--- config.mk ---
export PLATFORM = sky130hd
export DESIGN_NAME = skinny_sbox8_dom1_sequencer
export DESIGN_NICKNAME = d
export VERILOG_FILES = /design/src/rtl/skinny_sbox8_dom1_sequencer_pkg.sv /design/src/rtl/skinny_sbox8_step_gen.sv /design/src/rtl/skinny_sbox8_dom1_sequencer.sv
export SDC_FILE = /design/constraint.sdc
export NUM_CORES = 1
export LEC_CHECK = 0
export ABC_AREA = 1
export CORE_MARGIN = 2
export CORE_UTILIZATION = 30
export CTS_CLUSTER_SIZE = 20
export DETAILED_ROUTE_END_ITERATION = 10
export MAX_ROUTING_LAYER = met4
export PLACE_DENSITY = 0.67
export SETUP_SLACK_MARGIN = 0.3
export SLEW_MARGIN = 25
export SYNTH_ARGS = -nofsm -noshare
export SYNTH_HDL_FRONTEND = slang
export SYNTH_SLANG_ARGS = --single-unit
export TNS_END_PERCENT = 1
--- constraint.sdc ---
create_clock -name clk -period 1.7 [get_ports clk]
set_clock_uncertainty 0.1 [all_clocks]
set_input_delay 0.34 -clock clk [delete_from_list [all_inputs] [get_ports clk]]
set_output_delay 0.34 -clock clk [all_outputs]
set_load 0.1 [all_outputs]
--- src/rtl/skinny_sbox8_dom1_sequencer_pkg.sv ---
// Shared constants and FSM encoding for the DOM-1 SKINNY sbox8 sequencer.
package skinny_sbox8_dom1_sequencer_pkg;

    localparam int unsigned NSTAGE = 4;
    localparam int unsigned NSTEP  = 6;
    localparam int unsigned NCYC   = NSTAGE * NSTEP;

    typedef enum logic [2:0] {
        StIdle,
        StWrnd,
        StRun,
        StCapt,
        StDone
    } state_e;

endpackage

--- src/rtl/skinny_sbox8_step_gen.sv ---
// Step counter with registered one-hot decode; drives the core's per-step enables.
module skinny_sbox8_step_gen #(
    parameter int unsigned NCYC = 24
) (
    input  logic            clk,
    input  logic            rst,
    input  logic            start,
    input  logic            step,
    output logic [NCYC-1:0] cycle,
    output logic            done
);

    localparam int unsigned   CW   = (NCYC > 1) ? $clog2(NCYC) : 1;
    localparam logic [CW-1:0] LAST = CW'(NCYC - 1);

    logic [CW-1:0]   cnt_q;
    logic [NCYC-1:0] cycle_q;

    assign done  = (cnt_q == LAST);
    assign cycle = cycle_q;

    // The counter parks at zero after the last step, so it can never run past LAST.
    always_ff @(posedge clk) begin
        if (!rst) begin
            cnt_q   <= '0;
            cycle_q <= '0;
        end else if (start) begin
            cnt_q   <= '0;
            cycle_q <= NCYC'(1);
        end else if (step) begin
            if (done) begin
                cnt_q   <= '0;
                cycle_q <= '0;
            end else begin
                cnt_q   <= cnt_q + 1'b1;
                cycle_q <= NCYC'(1) << (cnt_q + 1'b1);
            end
        end
    end

endmodule

--- src/rtl/skinny_sbox8_dom1_sequencer.sv ---
// Handshaked sequencer around an external DOM-1 masked SKINNY sbox8 core.
// Shares stay on separate register paths; they are never combined here.
module skinny_sbox8_dom1_sequencer #(
    parameter int unsigned NSTAGE = skinny_sbox8_dom1_sequencer_pkg::NSTAGE,
    parameter int unsigned NSTEP  = skinny_sbox8_dom1_sequencer_pkg::NSTEP
) (
    input  logic                    clk,
    input  logic                    rst,
    input  logic                    in_valid,
    output logic                    in_ready,
    input  logic [7:0]              di0,
    input  logic [7:0]              di1,
    input  logic                    rnd_valid,
    output logic                    rnd_ready,
    input  logic [7:0]              rnd,
    output logic [7:0]              si0,
    output logic [7:0]              si1,
    output logic [7:0]              r,
    output logic [NSTAGE*NSTEP-1:0] cycle,
    input  logic [7:0]              bo0,
    input  logic [7:0]              bo1,
    output logic                    out_valid,
    input  logic                    out_ready,
    output logic [7:0]              do0,
    output logic [7:0]              do1
);

    localparam int unsigned NCYC = NSTAGE * NSTEP;

    import skinny_sbox8_dom1_sequencer_pkg::*;

    state_e state;
    logic   step_start;
    logic   step_run;
    logic   step_done;

    assign step_start = (state == StWrnd) && rnd_valid;
    assign step_run   = (state == StRun);

    skinny_sbox8_step_gen #(
        .NCYC (NCYC)
    ) u_step_gen (
        .clk   (clk),
        .rst   (rst),
        .start (step_start),
        .step  (step_run),
        .cycle (cycle),
        .done  (step_done)
    );

    always_ff @(posedge clk) begin
        if (!rst) begin
            state     <= StIdle;
            si0       <= '0;
            si1       <= '0;
            r         <= '0;
            do0       <= '0;
            do1       <= '0;
            in_ready  <= 1'b1;
            rnd_ready <= 1'b0;
            out_valid <= 1'b0;
        end else begin
            unique case (state)
                StIdle: begin
                    if (in_valid) begin
                        si0       <= di0;
                        si1       <= di1;
                        in_ready  <= 1'b0;
                        rnd_ready <= 1'b1;
                        state     <= StWrnd;
                    end
                end
                StWrnd: begin
                    if (rnd_valid) begin
                        r         <= rnd;
                        rnd_ready <= 1'b0;
                        state     <= StRun;
                    end
                end
                StRun: begin
                    if (step_done) begin
                        state <= StCapt;
                    end
                end
                StCapt: begin
                    do0       <= bo0;
                    do1       <= bo1;
                    out_valid <= 1'b1;
                    state     <= StDone;
                end
                StDone: begin
                    // Scrub core inputs so no stale share or mask lingers between ops.
                    if (out_ready) begin
                        si0       <= '0;
                        si1       <= '0;
                        r         <= '0;
                        out_valid <= 1'b0;
                        in_ready  <= 1'b1;
                        state     <= StIdle;
                    end
                end
                default: begin
                    state <= StIdle;
                end
            endcase
        end
    end

endmodule

### Yosys cells after proc, flatten, opt, wreduce, memory -nomap -nowiden

Index checks and enable logic that the tools add are counted.

| cells by class | value |
|---|---|
| equal/unequal tests | 9 |
| reductions and logical operators | 13 |
| shift-type cells | 1 |
| add/sub/neg operators | 1 |
| bitwise logic cells | 1 |
| muxes and demuxes | 24 |

Operators with widths:

| kind | count |
|---|---|
| one-hot mux 8 bit (2 select lines) | 3 |
| two-way mux 8 bit | 4 |
| two-way mux 24 bit | 1 |
| left shift 1 x 5 -> 24 bit (first input constant) | 1 |
| one-hot mux 3 bit (5 select lines) | 1 |
| two-way mux 3 bit | 4 |
| nonzero test 2 bit | 5 |
| AND reduction 3 bit | 3 |
| two-way mux 1 bit | 7 |
| == test 3 x 2 -> 1 bit (second input constant) | 2 |
| inequality test 2 bit (second input constant) | 3 |
| one-hot mux 1 bit (2 select lines) | 3 |
| adder 5 x 1 -> 5 bit (second input constant) | 1 |
| == test 5 bit (second input constant) | 1 |
| two-way mux 5 bit | 1 |
| AND reduction 4 bit | 1 |
| == test 3 x 1 -> 1 bit (second input constant) | 1 |
| == test 3 bit (second input constant) | 1 |
| logical NOT 3 bit | 1 |
| inequality test 2 x 1 -> 1 bit (second input constant) | 1 |
| AND reduction 2 bit | 1 |
| OR reduction 2 bit | 1 |
| logical AND 1 bit | 1 |
| NOT 1 bit | 1 |

| storage, ports and cells | value |
|---|---|
| flip-flop bits (word level) | 75 |
| input port bits | 45 |

### Depth between registers and ports, before layout

Gate-level depths: netlist of run 1.

| logic depth | value |
|---|---|
| word-level depth | 5 |
| gate-level depth with buffers | 9 |
| depth with buffers taken out | 8 |

### Modules after synthesis

Synthesis of run 1 repeated with hierarchy kept, for this count alone.

| unflattened totals | value |
|---|---|
| cell total of the unflattened synthesis | 414 |
| area total of the unflattened synthesis | 3099.2 µm² |

By module, submodules not included:

| module | instances | cells each | area each (µm²) |
|---|---|---|---|
| skinny_sbox8_dom1_sequencer | 1 | 227 | 1752.9 |
| skinny_sbox8_step_gen | 1 | 187 | 1346.3 |

### Worst setup path before layout of run 1

OpenSTA, ideal clock, no wires.

| timing | value |
|---|---|
| path kind | register to register |
| start | reg u_step_gen.cnt_q[1] |
| end | reg u_step_gen.cycle_q[6] (netlist: u_step_gen.cycle[6]) |
| stages on the path, launching flop included | 9 |
| slack | 0.171 ns |
| library setup time | 0.070 ns |
| arrival | 1.359 ns |
| buffers on the path | 1 |
| period minus slack after synthesis | 1.529 ns |
| path through | dfxtp_1 ha_1 nand3_1 nand2_1 nand2_1 nor2_4 buf_4 nand2_1 a21oi_1 |

| between the ends | value |
|---|---|
| longest elaborated chain between the ends | 3 |
| elaborated cells between the ends (all ways) | 4 |

Ends and longest elaborated chain:

| element | line | text |
|---|---|---|
| from (decl) | skinny_sbox8_step_gen.sv:16 | `logic [CW-1:0] cnt_q;` |
| from (signal assigned) | skinny_sbox8_step_gen.sv:35 | `cnt_q <= cnt_q + 1'b1;` |
| adder 5 x 1 -> 5 bit | skinny_sbox8_step_gen.sv:36 | `cycle_q <= NCYC'(1) << (cnt_q + 1'b1);` |
| left shift 1 x 5 -> 24 bit | skinny_sbox8_step_gen.sv:36 |  |
| two-way mux 24 bit * | skinny_sbox8_step_gen.sv:31 | `if (done) begin` |
| to (signal assigned) | skinny_sbox8_step_gen.sv:36 |  |
| to (decl) | skinny_sbox8_step_gen.sv:17 | `logic [NCYC-1:0] cycle_q;` |

Mark *: on every way between the ends. The rest lies on a longest branch, timed or not.
A chain may end at the register's enable or synchronous reset.

### Worst setup path after layout of run 1

| timing | value |
|---|---|
| start | reg u_step_gen.cnt_q[1] |
| end | reg u_step_gen.cycle_q[1] (netlist: u_step_gen.cycle[1]) |

Same word-level chain as after synthesis.

==> results of run 1 <==
[flip-flops by register name, indices dropped and copies added (netlist names)]
name and count:
do1 8, si0 8, do0 8, in_ready 1
r 8, u_step_gen.cycle 24, rnd_ready 1, si1 8
u_step_gen.cnt_q 5, out_valid 1, state 3
[critical path, stage by stage (launching register included)]
cell     delay (ns)
dfxtp_4        0.40
ha_4           0.17
nand2_1        0.06
nor2_1         0.12
inv_1          0.09
nand2_4        0.12
nor2_4         0.06
buf_12         0.14
nand2_1        0.07
a21oi_1        0.06
[cells by family after synthesis]
| group | count (synthesis) | synth area share [%] |
|---|---|---|
| simple gates | 212 | 29.3 |
| flops | 75 | 50.7 |
| compound gates | 68 | 11.7 |
| buf+inv | 38 | 5.41 |
| fa+ha+maj | 6 | 2.54 |
| xor+xnor | 1 | 0.296 |
[area by class of cell]
class,count,area (µm²)
fillers,869,4360
well taps,133,166
inverters,22,85.1
multi-input cells,288,1430
repair buffers,125,1920
flip-flops and latches,75,1520
clock inverters,6,71.3
clock buffers,10,138
[metrics by stage]
step           utilization, %  std cells  setup WS [ns]  setup TNS, ns
6_report                 55.0        659          0.221              0
2_1_floorplan               -        400          0.274              0
3_5_place_dp             51.2        639        -0.0244        -0.0804
3_3_place_gp             51.2        639         0.0273              0
4_1_cts                  54.2        659          0.180              0
5_1_grt                  55.0        659          0.133              0
[report_power, final]
part           switching, µW  leakage (µW)  internal, µW  total (µW)
logic                   1330       0.00129           764        2090
clock network            689     0.0000995           730        1420
registers                162      0.000613          1900        2060
[what timing repair did]
action                     in CTS  in global routing
setup buffers                   3                  0
resized for setup              13                 22
setup endpoints to repair      56                119
pin swaps                       2                  8
cloned                          1                  0
[layout by cell type, fill, tap and decap left out, drive strengths merged]
cell type / Yosys / final
inv: 22 / 24
clkbuf: 8 / 10
nor2: 71 / 72
ha: 6 / 6
nand4: 5 / 5
a211oi: 1 / 1
clkinv: 0 / 1
nand2: 110 / 110
buf: 8 / 81
xnor2: 1 / 1
a21oi: 50 / 50
dfxtp: 75 / 75
bufinv: 0 / 1
nand3: 20 / 20
o21bai: 1 / 1
clkdlybuf4s50: 0 / 44
clkinvlp: 0 / 2
nor3: 6 / 6
o21ai: 16 / 16
[per-layer routing]
metal | routed length, µm | up-vias | track usage [%] | share of wire [%]
met5 | 0 | - | - | 0
met4 | 136 | 0 | 6.98 | 1.6
met3 | 460 | 11 | 3.56 | 5.4
met2 | 4240 | 76 | 28.2 | 50
met1 | 3620 | 1424 | 19.8 | 43
li1 | - | 1523 | - | -
[path summary, 6_finish.rpt]
path,startpoint,endpoint,slack [ns]
setup / recovery,u_step_gen.cnt_q[1],u_step_gen.cycle[1],0.22
hold / removal,si1[2],si1[2],0.40
setup reg to reg,u_step_gen.cnt_q[1],u_step_gen.cycle[1],0.22
hold reg to reg,si1[2],si1[2],0.40
==> results_dict.tcl, run 1 <==
set metrics [dict create \
    drc 0 \
    cts_buffer_depth 2 \
    synth_seq_area_share_pct 50.7 \
    drive_gt1_share_pct 26.2 \
    postPlaceCellArea_mm2 0.00496 \
    hp-class "flip-flop to flip-flop" \
    antenna_found_initial 0 \
    cts_hold_buf 0 \
    wl_um 8460 \
    synth_edf_count 0 \
    hold_depth 2 \
    startpoint_type "flip-flop" \
    syn-cell-area_mm2 0.00296 \
    synthTopCellsByCount "nand2_1 (107), dfxtp_1 (75), nor2_1 (67)" \
    yosys_most_used_dff "dfxtp_1" \
    n_antenna_cell 0 \
    yosysWarnings 0 \
    insertion_delay_ns 0.35 \
    fin_nets 572 \
    min_period_over_period_pct 87.0 \
    globalplace.congestion 0.842 \
    wl_per_cell_um 12.8 \
    dr_total_vias 3034 \
    grt_pass1_vias 3032 \
    worst_hold_slack_ns 0.400 \
    cts-root-buf "clkbuf_8" \
    cts_buffers 9 \
    yosysUniqueCellTypes 21 \
    p_per_area_mw_per_mm2 1050 \
    synth_top_area_cell "dfxtp_1" \
    async_flop_share_pct 0 \
    reg2reg_depth 9 \
    cp.arrival_ns 1.62 \
    critPathKind "flip-flop to flip-flop" \
    finalHoldViolations 0 \
    synth_nets 451 \
    via_per_inst 4.60 \
    maxSlewHeadroom_pct 78.7 \
    cts_tree "built" \
    crit_path_max_fanout 16 \
    leakage_uw 0.00200 \
    start_util_pct 30.6 \
    run_status "completed" \
    rsz0062_at_grt "yes" \
    grt_pass1_wl_um 13700 \
    min_period_ns 1.48 \
    areaGrowthSynthToFinish_pct 80.1 \
    drtIter0Drc 135 \
    synth_area_per_cell_um2 7.40 \
    synth_cells 400 \
    setup_viol 0 \
    port_buffers 111 \
    coreArea_mm2 0.00968 \
    final_area_mm2 0.00533 \
    synth_area_leaders "dfxtp_1 (51%), nand2_1 (14%), nor2_1 (8.5%)" \
    slew_viol_final 0 \
    grt_max_degree 29 \
    die_h_um 103 \
    dr.pass1.iters 4 \
    clkTransAtPathRegs_ns 0.08 \
    power_uw 5570 \
    clock_sinks 75 \
    grtUsageTotal_pct 16.9 \
    grt_overflow 0 \
    maxCapViolCount 0 \
    ys_ff_latch 75 \
    synth_top_area_share_pct 50.7 \
    vdd_drop_max_v 0.000425 \
    rows 36 \
    io_pins 112 \
    yosysMostFrequentCell "nand2_1" \
    die-area_mm2 0.0107 \
    cts.htree.levels 3 \
    tightest_slew_ns 0.318 \
    fmax_ghz 0.676 \
    antenna_left 0 \
    cp.required_ns 1.84 \
    die_w_um 103 \
    dp_hpwl_um 6240 \
    worst_setup_path_end_kind "flip-flop" \
]
Power figures use the tool's default switching activity.
==> run 2: changes to the inputs <==
--- a/config.mk
+++ b/config.mk
@@ -10,6 +10,7 @@
 export CORE_UTILIZATION = 30
 export CTS_CLUSTER_SIZE = 20
 export DETAILED_ROUTE_END_ITERATION = 10
+export GPL_ROUTABILITY_DRIVEN = 0
 export MAX_ROUTING_LAYER = met4
 export PLACE_DENSITY = 0.67
 export SETUP_SLACK_MARGIN = 0.3
==> results of run 2 <==
Final layout, timing and power as in run 1 (identical DEF).
==> run 3: changes to the inputs <==
--- a/config.mk
+++ b/config.mk
@@ -7,12 +7,12 @@
 export LEC_CHECK = 0
 export ABC_AREA = 1
 export CORE_MARGIN = 2
-export CORE_UTILIZATION = 30
+export CORE_UTILIZATION = 44
 export CTS_CLUSTER_SIZE = 20
 export DETAILED_ROUTE_END_ITERATION = 10
 export GPL_ROUTABILITY_DRIVEN = 0
 export MAX_ROUTING_LAYER = met4
-export PLACE_DENSITY = 0.67
+export PLACE_DENSITY = 0.89
 export SETUP_SLACK_MARGIN = 0.3
 export SLEW_MARGIN = 25
 export SYNTH_ARGS = -nofsm -noshare
==> run 3 against run 2 <==
Maximum frequency shrank 4.5%. Critical endpoint is now u_step_gen.cycle[0]. Combinational power grew 3%. Sequential share of layout area grew 0.081 points. Critical path type unchanged. Die area shrank 31%. Register-to-register slack lost 0.07 ns. Setup slack lost 0.070 ns. Critical path depth is the same. Via count grew 9.0%.
==> results_dict.tcl, run 3 (synthesized netlist as in run 1, its figures left out) <==
set metrics [dict create \
    run_status "completed" \
    wl_um 9960 \
    r2r_start "u_step_gen.cnt_q[0]" \
    dr.max_layer_used "met4" \
    reg2reg_depth 9 \
    met1_length_um 3540 \
    p_seq_share_pct 36.1 \
    grt_max_degree 29 \
    cts_buffer_depth 2 \
    worst_slack_ns 0.151 \
    finalCoreUtilization_pct 83.1 \
    grtUsageTotal_pct 27.3 \
    worst_setup_path_end_kind "flip-flop" \
    pwr-share-clk_pct 26.2 \
    cp.required_ns 1.88 \
    power_uw 5710 \
    leakage_uw 0.00202 \
    rows 29 \
    antenna_left 0 \
    dp_slack_ns -0.121 \
    setup_tns_ns 0 \
    cts-root-buf "clkbuf_8" \
    via_per_inst 5.47 \
    fillers 322 \
    startpoint_type "flip-flop" \
    cp.arrival_ns 1.73 \
    p_comb_share_pct 37.7 \
    slew_viol_final 0 \
    rr_endpoint "u_step_gen.cycle[0]" \
    dp_cells 582 \
    hp-start "si0[5]" \
    internal_power_uw 3520 \
    io_pins 112 \
    insertion_delay_ns 0.35 \
    grt_overflow 0 \
    maxSlewHeadroom_pct 76.2 \
    grt_pass1_vias 3224 \
    drtIter0Drc 189 \
    final_cells 604 \
    wl_met3_um 885 \
    finalHoldViolations 0 \
    tightest_slew_ns 0.356 \
    vdd_drop_max_v 0.000614 \
    final_common_cell "nand2_1" \
    dr_total_vias 3306 \
    cts_buffers 9 \
    dr.pass1.iters 4 \
    min_period_over_period_pct 91.1 \
    clkTransAtPathRegs_ns 0.08 \
    port_buffers 111 \
    start_util_pct 46.1 \
    n_antenna_cell 0 \
    cp-startpoint "u_step_gen.cnt_q[0]" \
    mostFrequentLayoutCells "nand2_1 (99), buf_12 (70), dfxtp_1 (67)" \
    setup_viol 0 \
    crit_path_max_fanout 8 \
    cts.htree.levels 3 \
    die-area_mm2 0.00740 \
    clock_sinks 75 \
    antenna_found_initial 0 \
    grt_pass1_wl_um 15300 \
    cts_tree "built" \
    coreArea_mm2 0.00642 \
    die_h_um 86.0 \
    die_w_um 86.0 \
    p_per_area_mw_per_mm2 1070 \
    regToRegSetupSlack_ns 0.15 \
    max_stage_delay_ns 0.38 \
    fmax_ghz 0.646 \
    switching_power_uw 2190 \
    areaGrowthSynthToFinish_pct 80.5 \
    slowest_stage "dfxtp_4" \
    fin_nets 574 \
    largest_reg_flops 24 \
    rsz0062_at_grt "yes" \
    maxCapViolCount 0 \
    critPathKind "flip-flop to flip-flop" \
    hp-class "flip-flop to flip-flop" \
    switching_share_pct 38.3 \
    drc 0 \
    min_period_ns 1.55 \
    dp_hpwl_um 6450 \
    worstPathCellList "ha_4 > nand2_4 > nor2_4 > inv_2 > nand2_4 > nor2_4 > clkbuf_16 > nand2_2 > a21oi_2" \
    crit_end "u_step_gen.cycle[0]" \
    hold_depth 2 \
    drive_gt1_share_pct 28.5 \
    wl_per_cell_um 16.5 \
    dr_wl_met2_um 5040 \
]
run 3: worst min-delay path by stage:
stage | to | slack (ns)
after floorplan | r[0] | 0.39
after global placement | r[0] | 0.39
after detailed placement | si0[5] | 0.39
after CTS | si0[5] | 0.40
after global routing | r[7] | 0.42
final | si0[5] | 0.41
run 3: per-stage QoR:
| stage | area, µm² | hold slack (ns) |
|---|---|---|
| floorplan | 2980 | 0.389 |
| global placement | 4880 | 0.386 |
| detailed placement | 4880 | 0.393 |
| CTS | 5210 | 0.404 |
| global route | 5340 | 0.424 |
| finish | 5340 | 0.405 |
run 3: final cells by class:
class | instances | area, µm² | share of cell area (%)
timing repair buffer | 127 | 1960 | 36.6
sequential | 75 | 1520 | 28.5
multi-input combinational | 288 | 1460 | 27.3
clock buffer | 10 | 138 | 2.58
tap | 77 | 96.3 | 1.80
inverter | 22 | 91.3 | 1.71
clock inverter | 5 | 77.6 | 1.45
run 3: per-layer routing:
metal	vias to the layer above	track usage, %
met1	1511	29.9
met5	-	-
met3	47	5.49
met4	0	14.9
li1	1535	-
met2	213	46.4
run 3: critical path: cells and delay by family (launching register included):
family	cells	cell delay (ns)
fa+ha+maj	1	0.20
compound gates	1	0.14
flops	1	0.38
simple gates	5	0.40
buf+inv	2	0.26
run 3: power groups by stage:
stage / clock, µW / combinational (µW) / sequential (µW)
2_1_floorplan: 0 / 437 / 2890
3_3_place_gp: 0 / 2010 / 2080
3_5_place_dp: 0 / 2050 / 2090
4_1_cts: 1500 / 2100 / 2060
5_1_grt: 1580 / 2240 / 2080
6_report: 1500 / 2150 / 2060
run 3: what timing repair did:
| item | CTS | global route |
|---|---|---|
| gates cloned | 0 | 2 |
| hold buffers | 0 | 0 |
| gates resized for setup | 21 | 29 |
| setup buffers | 4 | 1 |
| pin swaps | 4 | 10 |
| endpoints found under the setup margin | 59 | 120 |
